[src/rtl/fetch_pkg.sv]
// Shared types and constants for the LEGv8 instruction-fetch stage.
// Build option: define FETCH_PERF_CNT_EN to add the performance counters to fetch_unit.
package fetch_pkg;

    localparam int DEFAULT_ADDR_W  = 64;
    localparam int DEFAULT_INSTR_W = 32;
    localparam int DEFAULT_PC_STEP = 4;
    localparam int PERF_W          = 32;

    typedef enum logic {
        FETCH = 1'b0,
        DRAIN = 1'b1
    } fetch_state_t;

    typedef struct packed {
        logic [DEFAULT_ADDR_W-1:0]  pc;
        logic [DEFAULT_INSTR_W-1:0] instr;
    } fetch_entry_t;

    // Saturating add used by the performance counters: sticks at all-ones.
    function automatic logic [PERF_W-1:0] sat_add(input logic [PERF_W-1:0] a,
                                                  input logic [PERF_W-1:0] b);
        logic [PERF_W:0] sum;
        sum = {1'b0, a} + {1'b0, b};
        return sum[PERF_W] ? '1 : sum[PERF_W-1:0];
    endfunction

endpackage

[src/rtl/fetch_fifo.sv]
// Small synchronous FIFO with flush, occupancy count and same-cycle push/pop.
// Used both as the pc-tag queue and as the fetched-instruction buffer.
module fetch_fifo
    import fetch_pkg::*;
#(
    parameter int WIDTH = 8,
    parameter int DEPTH = 2,
    localparam int PTR_W = $clog2(DEPTH),
    localparam int CNT_W = PTR_W + 1
) (
    input  logic             clk,
    input  logic             reset,
    input  logic             flush,
    input  logic             push,
    input  logic [WIDTH-1:0] push_data,
    input  logic             pop,
    output logic [WIDTH-1:0] head_data,
    output logic [CNT_W-1:0] count
);

    logic [WIDTH-1:0] mem_q [DEPTH];
    logic [PTR_W-1:0] wr_ptr_q, wr_ptr_d;
    logic [PTR_W-1:0] rd_ptr_q, rd_ptr_d;
    logic [CNT_W-1:0] count_q, count_d;
    logic             full;
    logic             empty;
    logic             do_push;
    logic             do_pop;

    assign full      = (count_q == CNT_W'(DEPTH));
    assign empty     = (count_q == '0);
    assign head_data = mem_q[rd_ptr_q];
    assign count     = count_q;

    // Pointer/count update; a full FIFO still accepts a push when it pops in the same cycle.
    always_comb begin
        do_push  = push && (!full || pop);
        do_pop   = pop && !empty;
        wr_ptr_d = wr_ptr_q;
        rd_ptr_d = rd_ptr_q;
        count_d  = count_q;
        if (flush) begin
            wr_ptr_d = '0;
            rd_ptr_d = '0;
            count_d  = '0;
        end else begin
            if (do_push) wr_ptr_d = wr_ptr_q + PTR_W'(1);
            if (do_pop)  rd_ptr_d = rd_ptr_q + PTR_W'(1);
            count_d = count_q + CNT_W'(do_push) - CNT_W'(do_pop);
        end
    end

    // Control state registers.
    always_ff @(posedge clk or posedge reset) begin
        if (reset) begin
            wr_ptr_q <= '0;
            rd_ptr_q <= '0;
            count_q  <= '0;
        end else begin
            wr_ptr_q <= wr_ptr_d;
            rd_ptr_q <= rd_ptr_d;
            count_q  <= count_d;
        end
    end

    // Storage array; contents are only meaningful under the valid count, so no reset.
    always_ff @(posedge clk) begin
        if (do_push && !flush) mem_q[wr_ptr_q] <= push_data;
    end

endmodule

[src/rtl/fetch_unit.sv]
// LEGv8 instruction-fetch stage: owns the PC, issues imem requests under a credit
// limit, buffers responses in order and squashes in-flight fetches on a redirect.
// Build option: define FETCH_PERF_CNT_EN to add perf_fetched/perf_stall_cycles/perf_squashed.
module fetch_unit
    import fetch_pkg::*;
#(
    parameter int                ADDR_W     = DEFAULT_ADDR_W,
    parameter int                INSTR_W    = DEFAULT_INSTR_W,
    parameter logic [ADDR_W-1:0] RESET_PC   = '0,
    parameter int                PC_STEP    = DEFAULT_PC_STEP,
    parameter int                FIFO_DEPTH = 2
) (
    input  logic               clk,
    input  logic               reset,
    input  logic               redirect_valid,
    input  logic [ADDR_W-1:0]  redirect_pc,
    output logic               imem_req_valid,
    input  logic               imem_req_ready,
    output logic [ADDR_W-1:0]  imem_req_addr,
    input  logic               imem_rsp_valid,
    input  logic [INSTR_W-1:0] imem_rsp_data,
    output logic               if_valid,
    input  logic               if_ready,
    output logic [ADDR_W-1:0]  if_pc,
    output logic [INSTR_W-1:0] if_instr
`ifdef FETCH_PERF_CNT_EN
    ,
    output logic [PERF_W-1:0]  perf_fetched,
    output logic [PERF_W-1:0]  perf_stall_cycles,
    output logic [PERF_W-1:0]  perf_squashed
`endif
);

    localparam int CNT_W = $clog2(FIFO_DEPTH) + 1;

    fetch_state_t       state_q, state_d;
    logic [ADDR_W-1:0]  pc_q, pc_d;
    logic [CNT_W-1:0]   drop_cnt_q, drop_cnt_d;

    logic [CNT_W-1:0]   outstanding;
    logic [CNT_W-1:0]   buf_count;
    logic [CNT_W:0]     credit_used;
    logic [ADDR_W-1:0]  tag_pc;
    logic [ADDR_W+INSTR_W-1:0] buf_head;
    logic               req_fire;
    logic               rsp_drop;
    logic               buf_push;
    logic               buf_pop;

    // The tag queue occupancy is the number of in-flight requests; it pops on every
    // response, dropped or not, so it is never flushed by a redirect.
    fetch_fifo #(
        .WIDTH (ADDR_W),
        .DEPTH (FIFO_DEPTH)
    ) u_tag_q (
        .clk       (clk),
        .reset     (reset),
        .flush     (1'b0),
        .push      (req_fire),
        .push_data (pc_q),
        .pop       (imem_rsp_valid),
        .head_data (tag_pc),
        .count     (outstanding)
    );

    fetch_fifo #(
        .WIDTH (ADDR_W + INSTR_W),
        .DEPTH (FIFO_DEPTH)
    ) u_buf_q (
        .clk       (clk),
        .reset     (reset),
        .flush     (redirect_valid),
        .push      (buf_push),
        .push_data ({tag_pc, imem_rsp_data}),
        .pop       (buf_pop),
        .head_data (buf_head),
        .count     (buf_count)
    );

    assign {if_pc, if_instr} = buf_head;

    // Handshakes, next PC, drop accounting and FETCH/DRAIN transitions.
    always_comb begin
        credit_used    = {1'b0, outstanding} + {1'b0, buf_count};
        imem_req_valid = !reset && (state_q == FETCH) && !redirect_valid &&
                         (credit_used < (CNT_W+1)'(FIFO_DEPTH));
        imem_req_addr  = pc_q;
        req_fire       = imem_req_valid && imem_req_ready;
        rsp_drop       = imem_rsp_valid && (redirect_valid || (drop_cnt_q != '0));
        buf_push       = imem_rsp_valid && !rsp_drop;
        if_valid       = (buf_count != '0);
        buf_pop        = if_valid && if_ready;

        pc_d       = pc_q;
        drop_cnt_d = drop_cnt_q;
        state_d    = state_q;

        if (redirect_valid) begin
            pc_d       = redirect_pc;
            drop_cnt_d = outstanding - CNT_W'(imem_rsp_valid);
            state_d    = (drop_cnt_d != '0) ? DRAIN : FETCH;
        end else begin
            if (req_fire) pc_d = pc_q + ADDR_W'(PC_STEP);
            if (rsp_drop) drop_cnt_d = drop_cnt_q - CNT_W'(1);
            case (state_q)
                FETCH:   state_d = FETCH;
                DRAIN:   if (drop_cnt_d == '0) state_d = FETCH;
                default: state_d = FETCH;
            endcase
        end
    end

    // Architectural state registers.
    always_ff @(posedge clk or posedge reset) begin
        if (reset) begin
            state_q    <= FETCH;
            pc_q       <= RESET_PC;
            drop_cnt_q <= '0;
        end else begin
            state_q    <= state_d;
            pc_q       <= pc_d;
            drop_cnt_q <= drop_cnt_d;
        end
    end

`ifdef FETCH_PERF_CNT_EN
    logic [PERF_W-1:0] fetched_q, fetched_d;
    logic [PERF_W-1:0] stall_q, stall_d;
    logic [PERF_W-1:0] squashed_q, squashed_d;
    logic [CNT_W-1:0]  flushed;

    // Counter increments; a redirect flushes whatever the same-cycle pop leaves behind.
    always_comb begin
        flushed    = redirect_valid ? (buf_count - CNT_W'(buf_pop)) : '0;
        fetched_d  = sat_add(fetched_q, PERF_W'(buf_push));
        stall_d    = sat_add(stall_q, PERF_W'(if_valid && !if_ready));
        squashed_d = sat_add(squashed_q, PERF_W'(rsp_drop) + PERF_W'(flushed));
    end

    // Counter registers.
    always_ff @(posedge clk or posedge reset) begin
        if (reset) begin
            fetched_q  <= '0;
            stall_q    <= '0;
            squashed_q <= '0;
        end else begin
            fetched_q  <= fetched_d;
            stall_q    <= stall_d;
            squashed_q <= squashed_d;
        end
    end

    assign perf_fetched      = fetched_q;
    assign perf_stall_cycles = stall_q;
    assign perf_squashed     = squashed_q;
`endif

endmodule

[config.mk]
export PLATFORM = sky130hd
export DESIGN_NAME = fetch_unit
export DESIGN_NICKNAME = d
export VERILOG_FILES = /design/src/rtl/fetch_pkg.sv /design/src/rtl/fetch_fifo.sv /design/src/rtl/fetch_unit.sv
export SDC_FILE = /design/constraint.sdc
export NUM_CORES = 1
export LEC_CHECK = 0
export ABC_AREA = 0
export CAP_MARGIN = 40
export CELL_PAD_IN_SITES_DETAIL_PLACEMENT = 0
export CELL_PAD_IN_SITES_GLOBAL_PLACEMENT = 1
export CORE_UTILIZATION = 30
export DETAILED_ROUTE_END_ITERATION = 10
export PLACE_DENSITY = 0.65
export SLEW_MARGIN = 15
export SYNTH_ARGS = -nofsm -noshare
export SYNTH_HDL_FRONTEND = slang
export SYNTH_SLANG_ARGS = --single-unit
[constraint.sdc]
create_clock -name clk -period 15.4 [get_ports clk]
set_clock_uncertainty 0.2 [all_clocks]
set_input_delay 2.31 -clock clk [delete_from_list [all_inputs] [get_ports clk]]
set_output_delay 2.31 -clock clk [all_outputs]
set_load 0.02 [all_outputs]
== Word level (Yosys, flattened, before mapping) ==
Memory sizes are Yosys's and may differ from the RTL's.
Cells that the tools add are included.
Word-level totals
  flip-flop bits (word level): 75
  bits in writable memories: 320
  input port bits: 102
  memories kept: 2
  logic and storage cells: 76
  output and inout port bits: 162
Operators by class
  multiplexer cells: 18
  reduce and logical (&&, ||, !) cells: 31
  eq/ne operators: 2
  magnitude comparators: 1
  add/subtract/negate cells: 12
  bitwise operators: 1
Memory list
  u_buf_q.mem_q: words 2, bits a word 96, rd ports 1, clocked after memory_dff 0, write ports 1, line fetch_fifo.sv:21  | logic [WIDTH-1:0] mem_q [DEPTH];
  u_tag_q.mem_q: words 2, bits a word 64, rd ports 1, clocked after memory_dff 0, write ports 1, line fetch_fifo.sv:21
Operator list (count)
  $mux W64: 2
  $add A64 B3 Y64 const B: 1
  $logic_and A1 B1 Y1: 12
  $reduce_bool A2 Y1: 6
  $mux W1: 11
  $mux W2: 4
  $logic_not A1 Y1: 7
  $logic_not A2 Y1: 3
  $sub A2 B1 Y2: 3
  $add A1 B1 Y1 const B: 4
  $add A2 B1 Y2: 2
  $eq A2 B2 Y1 const B: 2
  $add A2 B2 Y3: 1
  $logic_or A1 B1 Y1: 3
  $lt A3 B2 Y1 const B: 1
  $pmux W1 S2: 1
  $sub A2 B1 Y2 const B: 1
  $not A1 Y1: 1

== Logic depth before layout (Yosys ltp) ==
  word-level depth: 9
  mapped depth: 11
  gate-level depth less buffers: 9

== Hierarchy ==
Synthesis repeated with hierarchy kept, for this count alone.
Second synthesis, totals
  cells, all modules: 1053
  area total of the unflattened synthesis: 16482.1 um2
By module, submodules not included
  fetch_fifo at u_buf_q: area each 7282.0 um2, times used 1, seq. area each 5865.6 um2, cells an instance 321
  fetch_fifo at u_tag_q: area each 4874.7 um2, times used 1, seq. area each 3943.8 um2, cells an instance 221
  fetch_unit: area each 4325.4 um2, times used 1, seq. area each 1676.6 um2, cells an instance 511

== Worst setup path before layout ==
Ideal clock, no wire load.
  path type: input-to-reg
  start point: input port redirect_valid
  end point: memory u_buf_q.mem_q[0][0] (netlist name) (enable)
  slack: 7536 ps
  cell stages on the path: 3
  buffers on the path: 0
  setup time: 564 ps
  arrival: 7099 ps
  cell sequence: nand2b_1 -> nor3b_1 -> nor2b_1
Between the ends
  cells in the longest elaborated chain, start to end: 8
  elaborated cells between the ends (all ways): 9
RTL lines
  from (decl): line fetch_unit.sv:15  | input logic redirect_valid,
  $logic_or A1 B1 Y1: line fetch_unit.sv:89  | rsp_drop = imem_rsp_valid && (redirect_valid || (drop_cnt_q != '0));
  $logic_and A1 B1 Y1: line fetch_unit.sv:89
  $logic_not A1 Y1: line fetch_unit.sv:90  | buf_push = imem_rsp_valid && !rsp_drop;
  $logic_and A1 B1 Y1: line fetch_unit.sv:90
  $logic_and A1 B1 Y1: line fetch_fifo.sv:37  | do_push = push && (!full || pop);
  $logic_and A1 B1 Y1 *: line fetch_fifo.sv:68  | if (do_push && !flush) mem_q[wr_ptr_q] <= push_data;
  $mux W1 *: line fetch_fifo.sv:68
  $mux W1 (not written as such) *: line fetch_fifo.sv:68
  to (decl): line fetch_fifo.sv:21
Mark *: on every way between the ends. The rest lies on a longest branch, timed or not.

== Worst setup path after layout ==
  start point: input port redirect_valid
  end point: output port imem_req_valid
Between the ends
  cells in the longest elaborated chain, start to end: 3
RTL lines
  $logic_not A1 Y1: line fetch_unit.sv:85  | imem_req_valid = !reset && (state_q == FETCH) && !redirect_valid &&
  $logic_and A1 B1 Y1 (2 in series): line fetch_unit.sv:85
  to (decl): line fetch_unit.sv:17  | output logic imem_req_valid,
No other way between the ends.

==> reports/results.txt <==
Seq/Total Area, Yosys - 71.07%
Die Height - 234.1 um
Power Density - 151.5 nW/um2
Leakage - 7.023 nW
CORE AREA - 52870 um2
Most frequent cells in the layout - 320 x edfxtp_1, 262 x clkdlybuf4s50_1, 162 x mux2_2
Worst VDD drop - 0.07089 mV
CTS tree - done
Logic pwr share - 23.9%
Number of synthesis warnings - 0
Filler cell count - 4870
Worst slew pin tran - 0.8462 ns
Worst min path class - reg2reg
DR vias/cell - 4.918
Internal Power - 0.002300 W
Hold Startpoint - imem_req_addr[0]$_DFFE_PP0P_
CTS Root Cell - clkbuf_16
Endpoints failing setup - 0
Setup bufs post-CTS - 0
Cells after synthesis - 1026
Switching share of power - 28.42%
Clk pwr share - 33.4%
Post-DP HPWL - 29.97 mm
Primary FF master, synth - edfxtp_1
Routed via count - 10000
Max Cap Viol - 0
CP Launch Type - input pin
DR WL/cell - 21.74 um
# IOs - 264
Final min period - 6.606 ns
Post-route ant nets - 0
Vias in the first global route - 10150
Relative slew margins - 43.06%
Area growth syn-to-layout - 31.28%
IO Port Bufs - 263
Final hold vios - 0
Total CTS buffers - 43
Routed WL - 44.23 mm
Row cnt - 84
Slew Viols, Final - 0
Placed instance area - 19730 um2
Sequential power share - 42.7%
RePlAce Congestion - 0.7884
Drt pass-1 iters - 9
P_sw - 0.0009134 W
Layout cells sized above 1 - 20.25%
Post-synth ARST share - 18.99%
Fmax - 151.4 MHz
Nets - 1420
RSZ-0062 raised after global routing - false
Initial antenna violation count - 5
FF-to-FF Start - u_tag_q.count[0]$_DFF_PP0_
Synth cell types - 64
CP Class - in2out
FF+latch count, synth - 395
Setup slack after layout - 8.794 ns
Largest net degree at the start of global routing - 71
CTS H-tree lvls - 2
Fraction of post-synthesis cell area in the top cell type by area - 59.46%
Setup TNS - 0 ns
CP required - 12.89 ns
Hold WS - 0.3025 ns
Worst Setup SP - redirect_valid
Crit end category - output pin
Wire length of the first global-routing pass - 64.93 mm
Synth top area cells - edfxtp_1 59%, dfrtp_1 12%, mux2_2 11%
Syn_area_per_cell - 15.75 um2
Syn Nets - 1136
Period utilization - 42.90%
CTS Buffer Depth - 3
Post-synth EDFFs - 320
Failing checks - design-rule violations
Mapped Area - 16160 um2
Starting Density - 30.57%
CTS sink count - 395
Place WS - 8.761 ns
Commonest non-fill, non-tap cell in the layout - edfxtp_1
Worst skew pair latency - 0.57 ns
Worst Path Arrival - 4.10 ns
Worst-path clk slew - 0.06 ns
Hold-fix buffers, CTS - 0
CP max FO - 70
GR Util All Layers - 16.01%
Yosys top cell by area - edfxtp_1
Iter 0 DRT Violations - 572
Outcome - finished with violations
Residual DRC count - 32
Die ar. - 54800 um2
Design Area, Final - 21220 um2
Die X - 234.1 um
CTS-repair resized insts - 0
GR Overflow Total - 0
## final timing paths
check | to | slack [ns] | cells past startpoint
min in group asynchronous | u_buf_q.rd_ptr_q$_DFFE_PP0P_ | 1.97 | 3
setup reg to reg | u_tag_q.mem_q[0][54]$_DFFE_PP_ | 10.76 | 8
setup / recovery | imem_req_valid | 8.79 | 5
hold reg to reg | u_tag_q.mem_q[0][0]$_DFFE_PP_ | 0.30 | 0
max in group asynchronous | u_tag_q.rd_ptr_q$_DFFE_PP0P_ | 12.16 | 4
hold / removal | u_tag_q.mem_q[0][0]$_DFFE_PP_ | 0.30 | 0
## critical path, cell delays in order
cell and delay, ns:
buf_2 0.10, buf_4 0.33, or2_2 0.47, nor4_1 0.21, clkdlybuf4s50_1 0.65
## power by group through the flow
| stage | Combinational [W] | Sequential [W] | Clock [W] |
|---|---|---|---|
| global placement | 0.000737 | 0.00141 | 0 |
| detailed placement | 0.000777 | 0.00140 | 0 |
| global route | 0.000823 | 0.00139 | 0.00114 |
| finish | 0.000769 | 0.00137 | 0.00107 |
| floorplan | 0.000452 | 0.00136 | 0 |
| CTS | 0.000783 | 0.00137 | 0.00110 |
## logic make-up (layout without fill, tap and decap cells)
| kind of cell | after synthesis | in the layout | synth area share [%] |
|---|---|---|---|
| other | 0 | 3 | 0 |
| xor gates and xnor gates | 13 | 13 | 0.7046 |
| DFF | 395 | 395 | 71.07 |
| muxes | 163 | 163 | 11.35 |
| buffers and inverters | 56 | 373 | 1.471 |
| AOI/OAI and AO/OA | 122 | 122 | 5.582 |
| and+or+nand+nor | 269 | 269 | 9.151 |
| adders and majority gates | 8 | 8 | 0.6658 |
## cell usage after synthesis (8+ instances only)
cell type    n
clkbuf_1    36
nor4_1       9
nand2_1     62
nand4_1     28
a31oi_1     20
o211ai_1    10
dfrtp_1     75
and4_1       9
o311ai_0    33
or4_1       18
nand3_1     40
edfxtp_1   320
o31ai_1     12
mux2_2     162
xnor2_1      9
inv_1       12
and2_1      11
nor2_1      40
or3_1        8
o21ai_0     19
## through the flow
stage / instances / total power, W / util [%]
finish: 2034 / 0.003214 / 40.13
global route: 2031 / 0.003346 / 40.12
floorplan: 1026 / 0.001812 / -
detailed placement: 1952 / 0.002173 / 37.31
CTS: 2030 / 0.003261 / 40.08
global placement: 1945 / 0.002149 / 37.02
## registers in the layout, summed over array words and instances (netlist names), 2 cells and up
signal,count
drop_cnt_q,2
u_tag_q.count,2
u_buf_q.mem_q,192
imem_req_addr,64
u_buf_q.count,2
u_tag_q.mem_q,128
## routing by layer
metal / wire length, um / GRT usage [%]
met1: 19240 / 20.83
met2: 21680 / 26.64
met3: 2282 / 3.599
met4: 973 / 4.566
met5: 55 / 0
## layout make-up
type | instances | area [um2] | share of cell area [%]
Tap cell | 688 | 860.8 | 4.058
Multi-Input combinational cell | 575 | 4457 | 21.01
Clock inverter | 20 | 297.8 | 1.404
Antenna cell | 3 | 7.507 | 0.03539
Clock buffer | 58 | 1164 | 5.485
Sequential cell | 395 | 11490 | 54.18
Inverter | 13 | 50.05 | 0.2359
Timing Repair Buffer | 282 | 2885 | 13.60
Power figures use the tool's default switching activity.
